--- src/rtl/fetch_controller.sv ---
// fetch_controller -- single-outstanding-request instruction fetch sequencer.
// Issues one memory request at a time, holds the returned instruction until
// the core consumes it, and handles redirects, including a redirect that
// arrives while a request is still waiting on memory (drained to completion
// and its data discarded).
// Optional build macro: FETCH_MISALIGN_CHECK_EN -- when defined, a redirect
// to a non-word-aligned target raises sticky misalign_err and parks the
// controller in ERROR until reset. When undefined, target bits [1:0] are
// dropped and misalign_err is constant 0.
module fetch_controller #(
   parameter logic [31:0] RESET_VECTOR = 32'h0000_1000
) (
   input  logic        clk,
   input  logic        reset,
   input  logic        stall,
   input  logic        redirect_valid,
   input  logic [31:0] redirect_target,
   output logic        imem_req,
   output logic [31:0] imem_addr,
   input  logic        imem_ready,
   input  logic [31:0] imem_rdata,
   output logic        instr_valid,
   output logic [31:0] instr,
   output logic [31:0] instr_pc,
   output logic [31:0] pc,
   output logic [31:0] fetch_count,
   output logic        misalign_err
);

   localparam logic [2:0] IDLE  = 3'd0;
   localparam logic [2:0] FETCH = 3'd1;
   localparam logic [2:0] HOLD  = 3'd2;
   localparam logic [2:0] DRAIN = 3'd3;
`ifdef FETCH_MISALIGN_CHECK_EN
   localparam logic [2:0] ERROR = 3'd4;
`endif

   logic [2:0]  state_q, state_d;
   logic [31:0] pc_q, pc_d;
   logic [31:0] drain_addr_q, drain_addr_d;
   logic [31:0] instr_q, instr_d;
   logic [31:0] instr_pc_q, instr_pc_d;
   logic        instr_valid_q, instr_valid_d;
   logic [31:0] fetch_count_q, fetch_count_d;
   logic [31:0] redir_target_aligned;
   logic        redir_take;

   // Targets are always word-aligned once they reach pc.
   assign redir_target_aligned = {redirect_target[31:2], 2'b00};

`ifdef FETCH_MISALIGN_CHECK_EN
   logic misalign_q, misalign_d;
   logic redir_misaligned;

   assign redir_misaligned = redirect_valid && (redirect_target[1:0] != 2'b00);
   // A misaligned redirect never updates pc; it diverts to ERROR instead.
   assign redir_take       = redirect_valid && !redir_misaligned;
`else
   logic unused_target_lsbs;

   // Low target bits are intentionally discarded in this build.
   assign unused_target_lsbs = ^redirect_target[1:0];
   assign redir_take         = redirect_valid;
`endif

   // Next-state and datapath decisions for the fetch sequencer.
   always_comb begin
      state_d       = state_q;
      pc_d          = pc_q;
      drain_addr_d  = drain_addr_q;
      instr_d       = instr_q;
      instr_pc_d    = instr_pc_q;
      instr_valid_d = instr_valid_q;
      fetch_count_d = fetch_count_q;
`ifdef FETCH_MISALIGN_CHECK_EN
      misalign_d    = misalign_q;
`endif
      case (state_q)
         IDLE: begin
            state_d = FETCH;
         end
         FETCH: begin
            if (redir_take) begin
               pc_d = redir_target_aligned;
               if (!imem_ready) begin
                  // Request already on the bus must complete at its old address.
                  drain_addr_d = pc_q;
                  state_d      = DRAIN;
               end else begin
                  // Returned word belongs to the old path: drop it, refetch.
                  state_d = FETCH;
               end
            end else if (imem_ready) begin
               instr_d       = imem_rdata;
               instr_pc_d    = pc_q;
               instr_valid_d = 1'b1;
               state_d       = HOLD;
            end
         end
         HOLD: begin
            if (redir_take) begin
               // Redirect beats stall; the held instruction is not counted.
               pc_d          = redir_target_aligned;
               instr_valid_d = 1'b0;
               state_d       = FETCH;
            end else if (!stall) begin
               pc_d          = pc_q + 32'd4;
               fetch_count_d = fetch_count_q + 32'd1;
               instr_valid_d = 1'b0;
               state_d       = FETCH;
            end
         end
         DRAIN: begin
            // Newest redirect target always wins; the outstanding request
            // still finishes at drain_addr_q before fetching resumes.
            if (redir_take) begin
               pc_d = redir_target_aligned;
            end
            if (imem_ready) begin
               state_d = FETCH;
            end
         end
`ifdef FETCH_MISALIGN_CHECK_EN
         ERROR: begin
            instr_valid_d = 1'b0;
         end
`endif
         default: begin
            state_d = IDLE;
         end
      endcase
`ifdef FETCH_MISALIGN_CHECK_EN
      // Misaligned redirect from any active state overrides everything above.
      if (redir_misaligned &&
          (state_q == FETCH || state_q == HOLD || state_q == DRAIN)) begin
         state_d       = ERROR;
         misalign_d    = 1'b1;
         instr_valid_d = 1'b0;
         pc_d          = pc_q;
         drain_addr_d  = drain_addr_q;
      end
`endif
   end

   // State and architectural registers, cleared by synchronous reset.
   always_ff @(posedge clk) begin
      if (reset) begin
         state_q       <= IDLE;
         pc_q          <= RESET_VECTOR;
         instr_q       <= 32'd0;
         instr_pc_q    <= 32'd0;
         instr_valid_q <= 1'b0;
         fetch_count_q <= 32'd0;
      end else begin
         state_q       <= state_d;
         pc_q          <= pc_d;
         instr_q       <= instr_d;
         instr_pc_q    <= instr_pc_d;
         instr_valid_q <= instr_valid_d;
         fetch_count_q <= fetch_count_d;
      end
   end

   // Old request address only matters while in DRAIN, so it needs no reset.
   always_ff @(posedge clk) begin
      drain_addr_q <= drain_addr_d;
   end

`ifdef FETCH_MISALIGN_CHECK_EN
   // Sticky misalignment flag, cleared only by reset.
   always_ff @(posedge clk) begin
      if (reset) begin
         misalign_q <= 1'b0;
      end else begin
         misalign_q <= misalign_d;
      end
   end

   assign misalign_err = misalign_q;
`else
   assign misalign_err = 1'b0;
`endif

   // Memory request is a pure decode of state; DRAIN replays the old address.
   assign imem_req    = (state_q == FETCH) || (state_q == DRAIN);
   assign imem_addr   = (state_q == DRAIN) ? drain_addr_q : pc_q;

   assign instr_valid = instr_valid_q;
   assign instr       = instr_q;
   assign instr_pc    = instr_pc_q;
   assign pc          = pc_q;
   assign fetch_count = fetch_count_q;

endmodule

--- config.mk ---
export PLATFORM = sky130hd
export DESIGN_NAME = fetch_controller
export DESIGN_NICKNAME = d
export VERILOG_FILES = /design/src/rtl/fetch_controller.sv
export SDC_FILE = /design/constraint.sdc
export NUM_CORES = 1
export LEC_CHECK = 0
export CAP_MARGIN = 20
export CORE_ASPECT_RATIO = 0.5
export CORE_MARGIN = 5
export CORE_UTILIZATION = 46
export CTS_CLUSTER_SIZE = 25
export DETAILED_ROUTE_END_ITERATION = 16
export HOLD_SLACK_MARGIN = 0.15
export PLACE_DENSITY = 0.82
export SYNTH_ARGS = -nofsm -noshare
export SYNTH_HDL_FRONTEND = slang
export SYNTH_SLANG_ARGS = --single-unit
export TNS_END_PERCENT = 5
--- constraint.sdc ---
create_clock -name clk -period 2.7 [get_ports clk]
set_input_delay 0.54 -clock clk [delete_from_list [all_inputs] [get_ports clk]]
set_output_delay 0.54 -clock clk [all_outputs]
set_load 0.005 [all_outputs]
==> metrics.cfg <==
[status]
status = finished, final reports clean

[worst_setup_path]
crit_fanout = 15
path_class = reg2out
worstSetupEndpointType = output pin
r2r_slack_ns = 0.57
critPathArrivalTime_ns = 1.90
worst_ep_required_time_ns = 2.16
worstReg2RegEnd = pc[24]
r2r.worst_path.cells = 7
crit_path_start_kind = flip-flop
r2r_start = pc[2]

[hold_path]
min_path_type = reg2reg
min_from = instr[29]
holdPathEnd = instr[29]
holdPathStages = 2

[logic_synthesis]
synth_seq_cells = 157
async_flop_share_pct = 0
yosys-top-cells-area = dfxtp_1, edfxtp_1, nand2_1, a21oi_1, mux2_2
synth.largest_area_cell = dfxtp_1
synth_warnings = 0
netlist_area_um2 = 7110
seq_area_frac_synth_pct = 48.4
synthTopCellsByCount = nand2_1, dfxtp_1, a21oi_1
netlist_instances = 815
synth_edf_count = 30
synth_top_area_share_pct = 35.7
synth.avg_cell_area_um2 = 8.73
ys.flop_type = dfxtp_1
yosysMostFrequentCell = nand2_1
ys_types = 64

[global_routing]
grt_pass1_wl_um = 34000
antenna_found_initial = 0
grt_max_degree = 48
grt_pass1_vias = 6562
track_usage_pct = 22.8
grt_remaining_overflow = 0

[cts]
hold_buffers = 0
post_cts_buffers = 0
cts_tree = yes
post_cts_resized = 0
cts_root_buf = clkbuf_16
clock-sinks = 157
cts_buffer_depth = 2
h-tree-depth = 4
cts_made_buffers = 17
clock_latency_ns = 0.42
clk_pin_slew_ns = 0.06

[sta]
max_slew_margin_pct = 57.8
worst_pin_slew_ns = 0.632
post-route-min-period_ns = 2.44
finalSetupViolCount = 0
max_freq_mhz = 410
fin_crit_sh_pct = 90.4
tns_ns = 0
rsz0062_at_grt = no
hold_viol = 0
finClkSkew_ns = 0.0123
slew_violations = 0

[drt]
drtPass1Iterations = 6
drt_iter0_drc = 561
via_count = 6787
wl_um = 21100
postRouteAntennaNets = 0
dr_wl_met2_um = 10400
wire_per_inst_um = 16.9
drt-met1-wl_um = 8630
top_layer_used = met4
vias_per_cell = 5.43
drc = 0
met3_length_um = 1600

[pwr]
fin_total_pwr_mw = 5.65
power_density_nw_per_um2 = 554
p_leak_nw = 3.56
ir_drop_mv = 0.381

[floorplanning]
dieHeight_um = 97.9
fp-row-count = 32
die_area_um2 = 18200
core_um2 = 15300
die_w_um = 186
initial_utilization_pct = 46.5
ios = 232

[final_layout]
area_growth_pct = 43.2
fin_nets = 1104
stdcell_area_um2 = 10200
drive_gt1_share_pct = 10.6
antenna_cells = 0

[place]
dp_hpwl_um = 15000
gp_congestion = 0.831
portBuffers = 222
placed_cell_area_um2 = 9590

[job]
cap_violations = 0

==> cell type report <==
type                       instances  area (um^2)
timing repair buffer             256         2500
multi-input combinational        589         3350
clock buffer                      24          526
sequential                       157         3440
inverter                          12         45.0
fill                            1190         5100
tap                              204          255
clock inverter                     8         75.1
==> flip-flops by register name, indices dropped and copies added, names as in the netlist <==
| register | flops |
|---|---|
| fetch_count | 32 |
| instr | 32 |
| drain_addr_q | 30 |
| instr_pc | 30 |
| pc | 30 |
| state_q | 2 |
| instr_valid | 1 |
==> report_power, final <==
group          internal [mW]  total, mW  switching (mW)  leakage (nW)
sequential              2.47       2.55          0.0856          1.31
combinational          0.380      0.689           0.308          1.95
clock                   1.46       2.41           0.948         0.294
total                   4.30       5.65            1.34          3.56
==> through the flow <==
| step | util [%] | instances | setup slack (ns) | hold slack (ns) |
|---|---|---|---|---|
| floorplan | - | 821 | 0.270 | 0.449 |
| global placement | 62.7 | 1218 | 0.232 | 0.441 |
| detailed placement | 62.7 | 1218 | 0.195 | 0.446 |
| CTS | 66.6 | 1250 | 0.242 | 0.454 |
| global route | 66.6 | 1250 | 0.173 | 0.474 |
| finish | 66.6 | 1250 | 0.258 | 0.451 |
==> worst max-delay path by stage <==
stage,cells after the start,to,startpoint
global route,4,imem_addr[10],state_q[1]
finish,4,imem_addr[6],state_q[1]
global placement,8,fetch_count[31],redirect_valid
floorplan,4,drain_addr_q[10],redirect_valid
CTS,4,imem_addr[11],state_q[1]
detailed placement,8,fetch_count[31],redirect_valid
==> cells by family after synthesis <==
group / count (synthesis) / share of synthesized area [%]
flip-flops: 157 / 48.4
AO/OA/AOI/OAI: 169 / 14.1
buffers and inverters: 75 / 4.89
XOR/XNOR: 26 / 3.20
adder cells (fa/ha/maj): 2 / 0.352
AND/OR/NAND/NOR: 353 / 24.0
multiplexers: 32 / 5.03
other: 1 / 0.0527
==> metal layers <==
| metal | GRT usage, % | up-vias |
|---|---|---|
| met2 | 39.0 | 289 |
| li1 | - | 3275 |
| met5 | 0 | - |
| met3 | 5.10 | 39 |
| met4 | 7.61 | 0 |
| met1 | 28.5 | 3184 |
==> worst max-delay path, cell delays in order (launching register included) <==
cell	delay, ns
dfxtp_1	0.32
nand2_1	0.09
buf_4	0.26
mux2_2	0.36
clkdlybuf4s50_1	0.46
==> cell usage in the layout (no fill, tap or decap), types with 24 or more instances in the layout <==
cell	instances
nand2_1	173
nand3_1	25
buf_4	33
mux2_2	30
nor2_1	56
edfxtp_1	30
a21oi_1	90
clkdlybuf4s50_1	221
dfxtp_1	127
o21ai_0	24
Power figures use the tool's default switching activity.
